--- config.mk ---
export PLATFORM = sky130hd
export DESIGN_NAME = pc_fetch_ctrl
export DESIGN_NICKNAME = d
export VERILOG_FILES = /design/src/rtl/pc_fetch_ctrl.sv
export SDC_FILE = /design/constraint.sdc
export NUM_CORES = 1
export LEC_CHECK = 0
export ABC_CLOCK_PERIOD_IN_PS = 2600
export CAP_MARGIN = 20
export CORE_ASPECT_RATIO = 0.6
export CORE_MARGIN = 2
export CORE_UTILIZATION = 42
export CTS_CLUSTER_SIZE = 30
export DETAILED_ROUTE_END_ITERATION = 10
export GPL_ROUTABILITY_DRIVEN = 0
export GPL_TIMING_DRIVEN = 1
export PLACE_DENSITY = 0.79
export SLEW_MARGIN = 20
export SYNTH_ARGS = -nofsm -noshare
export SYNTH_HDL_FRONTEND = slang
export SYNTH_SLANG_ARGS = --single-unit
--- constraint.sdc ---
create_clock -name clk -period 2.6 [get_ports clk]
set_clock_uncertainty 0.1 [all_clocks]
set_input_delay 0.52 -clock clk [delete_from_list [all_inputs] [get_ports clk]]
set_output_delay 0.52 -clock clk [all_outputs]
set_load 0.005 [all_outputs]
--- src/rtl/pc_fetch_ctrl.sv ---
// Instruction fetch sequencer: owns the PC and drives a single-outstanding req/addr_ok/data_ok bus.
// Optional fetch wait-cycle counter is enabled by defining PC_FETCH_PERF_CNT_EN.
module pc_fetch_ctrl #(
    parameter int                WIDTH    = 32,
    parameter logic [WIDTH-1:0]  RESET_PC = 32'hBFC00000,
    parameter logic [WIDTH-1:0]  EXC_VEC  = 32'hBFC00380
) (
    input  logic             clk,
    input  logic             resetn,
    input  logic             stall_i,
    input  logic             branch_taken,
    input  logic [WIDTH-1:0] branch_target,
    input  logic             exception,
    input  logic             eret,
    input  logic [WIDTH-1:0] epc,
    output logic             inst_req,
    output logic [WIDTH-1:0] inst_addr,
    input  logic             inst_addr_ok,
    input  logic             inst_data_ok,
    input  logic [WIDTH-1:0] inst_rdata,
    output logic             if_valid,
    output logic [WIDTH-1:0] if_inst,
    output logic [WIDTH-1:0] if_pc,
    output logic [31:0]      perf_wait_cnt
);

    typedef enum logic [1:0] {S_REQ, S_WAIT, S_VALID} state_t;

    state_t           state_q, state_d;
    logic [WIDTH-1:0] pc_q, pc_d;
    logic [WIDTH-1:0] if_inst_q, if_pc_q;
    logic             kill_q, kill_d;
    logic             cap;
    logic             redirect;
    logic [WIDTH-1:0] redir_pc;

    // Exception has priority over eret; both override branch and stall.
    assign redirect = exception | eret;
    assign redir_pc = exception ? EXC_VEC : epc;

    always_ff @(posedge clk or negedge resetn) begin
        if (!resetn) begin
            state_q   <= S_REQ;
            pc_q      <= RESET_PC;
            kill_q    <= 1'b0;
            if_inst_q <= '0;
            if_pc_q   <= '0;
        end else begin
            state_q <= state_d;
            pc_q    <= pc_d;
            kill_q  <= kill_d;
            if (cap) begin
                if_inst_q <= inst_rdata;
                if_pc_q   <= pc_q;
            end
        end
    end

    always_comb begin
        state_d = state_q;
        pc_d    = pc_q;
        kill_d  = kill_q;
        cap     = 1'b0;
        case (state_q)
            S_REQ: begin
                if (redirect) pc_d = redir_pc;
                if (inst_addr_ok) begin
                    state_d = S_WAIT;
                    // The accepted address is now stale; drop its response.
                    if (redirect) kill_d = 1'b1;
                end
            end
            S_WAIT: begin
                if (inst_data_ok) begin
                    state_d = S_REQ;
                    kill_d  = 1'b0;
                    if (redirect) begin
                        pc_d = redir_pc;
                    end else if (!kill_q) begin
                        cap     = 1'b1;
                        state_d = S_VALID;
                    end
                end else if (redirect) begin
                    pc_d   = redir_pc;
                    kill_d = 1'b1;
                end
            end
            S_VALID: begin
                if (redirect) begin
                    pc_d    = redir_pc;
                    state_d = S_REQ;
                end else if (!stall_i) begin
                    pc_d    = branch_taken ? branch_target : pc_q + WIDTH'(4);
                    state_d = S_REQ;
                end
            end
            default: state_d = S_REQ;
        endcase
    end

    // Gate with resetn so no request is visible while reset is held.
    assign inst_req  = (state_q == S_REQ) && resetn;
    assign inst_addr = pc_q;
    assign if_valid  = (state_q == S_VALID);
    assign if_inst   = if_inst_q;
    assign if_pc     = if_pc_q;

`ifdef PC_FETCH_PERF_CNT_EN
    logic [31:0] perf_q;
    always_ff @(posedge clk or negedge resetn) begin
        if (!resetn)
            perf_q <= '0;
        else if (state_q == S_REQ || state_q == S_WAIT)
            perf_q <= perf_q + 32'd1;
    end
    assign perf_wait_cnt = perf_q;
`else
    assign perf_wait_cnt = '0;
`endif

endmodule
==> flow_metrics.tcl, run 1 <==
set metrics [dict create \
    outcome "finished clean" \
    via_per_inst 5.407 \
    final_cell_mix "200 x clkdlybuf4s50_1, 90 x dfrtp_1, 65 x mux2_2" \
    synth_area_leaders "dfrtp_1 43%, mux2_2 14%, buf_4 4.9%" \
    syn_area_um2 5189 \
    worst_setup_path_end_kind "flip-flop" \
    coreArea_um2 12060 \
    die_w_um 147.5 \
    final_common_cell "clkdlybuf4s50_1" \
    ant_nets 0 \
    whs_ns 0.1408 \
    firstDrtPassIters 5 \
    cts_resized 0 \
    wl_um 15880 \
    cp.required_ns 2.73 \
    grt_max_degree 61 \
    cp_max_fo 6 \
    met2_usage_pct 37.42 \
    period_share_pct 87.04 \
    overflow 0 \
    dp_hpwl_um 12210 \
    routedWlPerCell_um 18.31 \
    cts.clk_slew.worst_paths_ns 0.07 \
    portBuffers 201 \
    cpPeakStageDelay_ns 0.47 \
    cts_tree "yes" \
    synthFlopType "dfrtp_1" \
    num_rows 31 \
    pwr-share-comb_pct 32.1 \
    p_sw_uw 1378 \
    worstSetupPathType "reg2reg" \
    grt_pass1_vias 4664 \
    die_h_um 90.10 \
    holdBufCountCts 0 \
    clockBufferDepth 2 \
    cts.htree.levels 3 \
    die_area_um2 13290 \
    initial_core_util_pct 43.01 \
    yosys.area.top_type_share_pct 43.40 \
    powerDensity_nw_per_um2 659.6 \
    vdd.ir_drop.worst_mv 0.3786 \
    finalNetCount 802 \
    syn_inst 484 \
    multi_input_area_um2 2411 \
    tightest_slew_ns 0.7673 \
    p_sw_share_pct 26.97 \
    hold_viol 0 \
    hold_path.class "in2async" \
    fmax_mhz 441.9 \
    slew_headroom_pct 48.85 \
    fillers 929 \
    p_total_uw 5110 \
    grt_setup_unrepaired "false" \
    synthArstFlopShare_pct 100.0 \
    postLayoutCellArea_um2 7747 \
    cts-root-buf "clkbuf_16" \
    area_growth_pct 49.31 \
    power.internal_uw 3732 \
    yosysTopAreaCell "dfrtp_1" \
    startpoint_type "flip-flop" \
    synth-seq-area-share_pct 47.96 \
    layout-drive-gt1-share_pct 19.37 \
    drtIter0Drc 279 \
    numCtsBuffers 9 \
    grtUsageMet1_pct 33.32 \
    io_pins 234 \
    postPlaceCellArea_um2 7477 \
    fin_setup_tns_ns 0 \
    track_usage_pct 24.19 \
    num_vias 4688 \
    p_seq_share_pct 43.5 \
    path_cells "ha_1 -> nand4_1 -> nor4_2 -> nand3_1 -> nand3_1 -> or3b_1" \
    yosys.cell_types.count 61 \
    post-route-min-period_ns 2.263 \
    crit_top_cell "nand3_1" \
    gr-usage-met3_pct 7.563 \
    globalRoute.busiestLayer "met2" \
    drc_errors 0 \
    clkLatencyLatePin_ns 0.35 \
    cp.arrival_ns 2.39 \
    synth_edf_count 0 \
    worst_path_max_delay_cell "nor4_2" \
    avgSynthCellArea_um2 10.72 \
    power_leakage_uw 0.003252 \
    grt_pass1_wl_um 25400 \
    ys_ff_latch 99 \
    cts_setup_buffers 0 \
    antenna_found_initial 0 \
    synth_warnings 0 \
    r2r_slack_ns 0.34 \
    seq_area_um2 2489 \
    cts_sinks 99 \
    final-setup-viol-count 0 \
    clkPwrFrac_pct 24.4 \
    n_antenna_cell 0 \
    maxSlewViolCount 0 \
    cap_violations 0 \
]
-- cells by family after synthesis --
kind of cell               after synthesis  synth area share [%]
DFF                                     99                 47.96
buffers and inverters                   69                 7.933
muxes                                   71                 15.26
and+or+nand+nor                        133                 14.28
xor gates and xnor gates                 2                0.3377
other                                    1               0.07227
adders and majority gates                1                0.2411
AOI/OAI and AO/OA                      108                 13.91
-- critical path, delay by kind of cell (launching register included) --
family        cells  cell delay, ns
flops             1            0.46
simple gates      5            1.26
fa+ha+maj         1            0.33
-- final timing paths --
kind	from	endpoint	cells after the start
setup reg to reg	inst_addr[2]	inst_addr[30]	6
max in group asynchronous	resetn	if_pc[23]	3
hold reg to reg	if_inst[18]	if_inst[18]	1
min in group clk	if_inst[18]	if_inst[18]	1
hold / removal	resetn	if_pc[15]	2
setup / recovery	inst_addr[2]	inst_addr[30]	6
-- sequential cells by signal, summed over array words and instances, names as in the netlist --
register / cells
if_pc: 32
if_inst: 32
kill_q: 1
state_q: 2
inst_addr: 32
-- synth_stat cells, types with 6 or more instances --
cell and n:
a22oi_1 10, dfrtp_1 90, buf_2 14, nor2_1 37, o21ai_0 19, nand2_1 25, nand3_1 14, nor3_1 11
o22a_1 6, buf_4 34, o22ai_1 7, nor4_1 7, dfstp_2 9, mux2_2 65, mux2i_1 6, clkbuf_1 14
a31oi_1 6, nand4_1 7, a21oi_1 19
-- final cells by class --
class                           count  area share, %
Clock buffer                       10          2.955
Sequential cell                    99          32.12
Clock inverter                      6         0.5329
Timing Repair Buffer              235          30.36
Inverter                            5         0.2422
Tap cell                          165          2.665
Multi-Input combinational cell    347          31.12
-- layer usage --
metal	routed length, µm	vias to the layer above
met1	6867	2258
li1	-	2153
met4	199	0
met3	1600	20
met2	7212	257
met5	0	-
-- power by group through the flow --
stage | logic (µW) | clock network [µW] | registers, µW
global route | 1760 | 1330 | 2280
global placement | 1620 | 0 | 2220
detailed placement | 1650 | 0 | 2250
CTS | 1660 | 1280 | 2220
finish | 1640 | 1250 | 2220
floorplan | 527 | 0 | 2230
-- per-stage QoR --
stage | instances | utilization (%) | worst slack (ns)
3_5_place_dp | 851 | 61.99 | 0.03478
4_1_cts | 867 | 64.23 | 0.3556
6_report | 867 | 64.23 | 0.3369
3_3_place_gp | 851 | 61.99 | 0.06935
2_1_floorplan | 515 | - | 0.6043
5_1_grt | 867 | 64.23 | 0.2375
Note: power is estimated with default switching activity, not from simulation.
==> run 2: changes to the inputs <==
--- a/config.mk
+++ b/config.mk
@@ -6,7 +6,6 @@
 export NUM_CORES = 1
 export LEC_CHECK = 0
 export ABC_CLOCK_PERIOD_IN_PS = 2600
-export CAP_MARGIN = 20
 export CORE_ASPECT_RATIO = 0.6
 export CORE_MARGIN = 2
 export CORE_UTILIZATION = 42
==> results of run 2 <==
Same layout as run 1: the final DEF is identical, and so are final timing and power.
==> run 3: changes to the inputs <==
--- a/config.mk
+++ b/config.mk
@@ -5,15 +5,15 @@
 export SDC_FILE = /design/constraint.sdc
 export NUM_CORES = 1
 export LEC_CHECK = 0
-export ABC_CLOCK_PERIOD_IN_PS = 2600
+export ABC_CLOCK_PERIOD_IN_PS = 2800
 export CORE_ASPECT_RATIO = 0.6
 export CORE_MARGIN = 2
-export CORE_UTILIZATION = 42
+export CORE_UTILIZATION = 46
 export CTS_CLUSTER_SIZE = 30
 export DETAILED_ROUTE_END_ITERATION = 10
 export GPL_ROUTABILITY_DRIVEN = 0
 export GPL_TIMING_DRIVEN = 1
-export PLACE_DENSITY = 0.79
+export PLACE_DENSITY = 0.85
 export SLEW_MARGIN = 20
 export SYNTH_ARGS = -nofsm -noshare
 export SYNTH_HDL_FRONTEND = slang
==> constraint.sdc (replaced) <==
create_clock -name clk -period 2.8 [get_ports clk]
set_clock_uncertainty 0.1 [all_clocks]
set_input_delay 0.56 -clock clk [delete_from_list [all_inputs] [get_ports clk]]
set_output_delay 0.56 -clock clk [all_outputs]
set_load 0.005 [all_outputs]
==> run 3 against run 2 <==
Net effect: hold slack improved by 0.10 ns; non-clock buffer count fell by 10; via count fell by 0.49%; highest routed layer unchanged.
==> flow_metrics.tcl, run 3 (synthesis gave the netlist of run 1 again) <==
set metrics [dict create \
    outcome "finished clean" \
    io_pins 234 \
    worstSetupPathType "in2reg" \
    cp.arrival_ns 2.64 \
    numCtsBuffers 9 \
    wl_um 15550 \
    dp_hpwl_um 11680 \
    die_h_um 86.27 \
    grt_setup_unrepaired "false" \
    die_area_um2 12170 \
    clkLatencyLatePin_ns 0.34 \
    antenna_found_initial 0 \
    cts_tree "yes" \
    final-setup-viol-count 0 \
    num_rows 29 \
    initial_core_util_pct 48.15 \
    powerDensity_nw_per_um2 629.6 \
    cts_sinks 99 \
    tightest_slew_ns 1.092 \
    final_cell_mix "200 x clkdlybuf4s50_1, 90 x dfrtp_1, 65 x mux2_2" \
    track_usage_pct 25.86 \
    cts.clk_slew.worst_paths_ns 0.07 \
    grt_pass1_wl_um 24560 \
    via_per_inst 5.614 \
    layout-drive-gt1-share_pct 18.35 \
    area_growth_pct 46.78 \
    fmax_mhz 403.5 \
    num_vias 4665 \
    firstDrtPassIters 6 \
    clockBufferDepth 2 \
    grt_pass1_vias 4650 \
    hold_path.class "in2async" \
    holdBufCountCts 0 \
    cp.required_ns 2.96 \
    maxSlewViolCount 0 \
    finalNetCount 792 \
    coreArea_um2 10780 \
    p_total_uw 4795 \
    die_w_um 141.1 \
    cts_setup_buffers 0 \
    post-route-min-period_ns 2.478 \
    cts.htree.levels 3 \
    slew_headroom_pct 26.92 \
    cp_max_fo 14 \
    drc_errors 0 \
    overflow 0 \
    hold_viol 0 \
    whs_ns 0.2455 \
    cts-root-buf "clkbuf_16" \
    n_antenna_cell 0 \
    routedWlPerCell_um 18.71 \
    cts_resized 0 \
    drtIter0Drc 342 \
    portBuffers 201 \
    power_leakage_uw 0.003206 \
    final_common_cell "clkdlybuf4s50_1" \
    rr_worst_depth 5 \
    vdd.ir_drop.worst_mv 0.3714 \
    grt_max_degree 54 \
    startpoint_type "input pin" \
    period_share_pct 88.50 \
    cap_violations 0 \
    fin_setup_tns_ns 0 \
    worst_setup_path_end_kind "flip-flop" \
    ant_nets 0 \
]
## run 3: layout make-up
class	count	area (µm²)
fill	800	3161
sequential	99	2489
multi-input combinational	347	2411
timing repair buffer	225	2227
clock buffer	11	252.7
tap	139	173.9
clock inverter	5	43.79
inverter	5	18.77
## run 3: worst max-delay path, cell delays in order
cell             delay (ns)
clkdlybuf4s50_1        0.61
nor3b_2                0.09
nor2_1                 0.83
buf_4                  0.25
a211oi_1               0.07
a21oi_1                0.13
o211ai_1               0.10
## run 3: through the flow
step / setup slack, ns / utilization [%] / instances / area, µm²
6_report: 0.3219 / 70.67 / 831 / 7616
5_1_grt: 0.2311 / 70.67 / 831 / 7616
4_1_cts: 0.3845 / 70.67 / 831 / 7616
3_3_place_gp: 0.08208 / 67.92 / 815 / 7320
3_5_place_dp: 0.04049 / 67.92 / 815 / 7320
2_1_floorplan: 0.7643 / - / 515 / 5305
## run 3: report_power, final
part,switching (µW),internal (µW),leakage [µW]
logic,463,1040,0.00184
clock network,563,665,0.000147
registers,255,1810,0.00122
## run 3: per-layer routing
metal | track usage [%] | vias to the layer above | wire length [µm]
met4 | 5.909 | 0 | 168
met3 | 7.901 | 16 | 1595
met5 | 0 | - | 0
met2 | 41.39 | 278 | 7060
met1 | 35.04 | 2243 | 6723
li1 | - | 2128 | -
## run 3: final timing paths
kind	slack, ns	from	to
min in group clk	0.41	if_inst[17]	if_inst[17]
setup reg to reg	0.54	inst_addr[4]	inst_addr[13]
max in group asynchronous	1.24	resetn	inst_addr[9]
hold reg to reg	0.41	if_inst[17]	if_inst[17]
setup / recovery	0.32	eret	inst_addr[29]
hold / removal	0.25	resetn	if_inst[18]
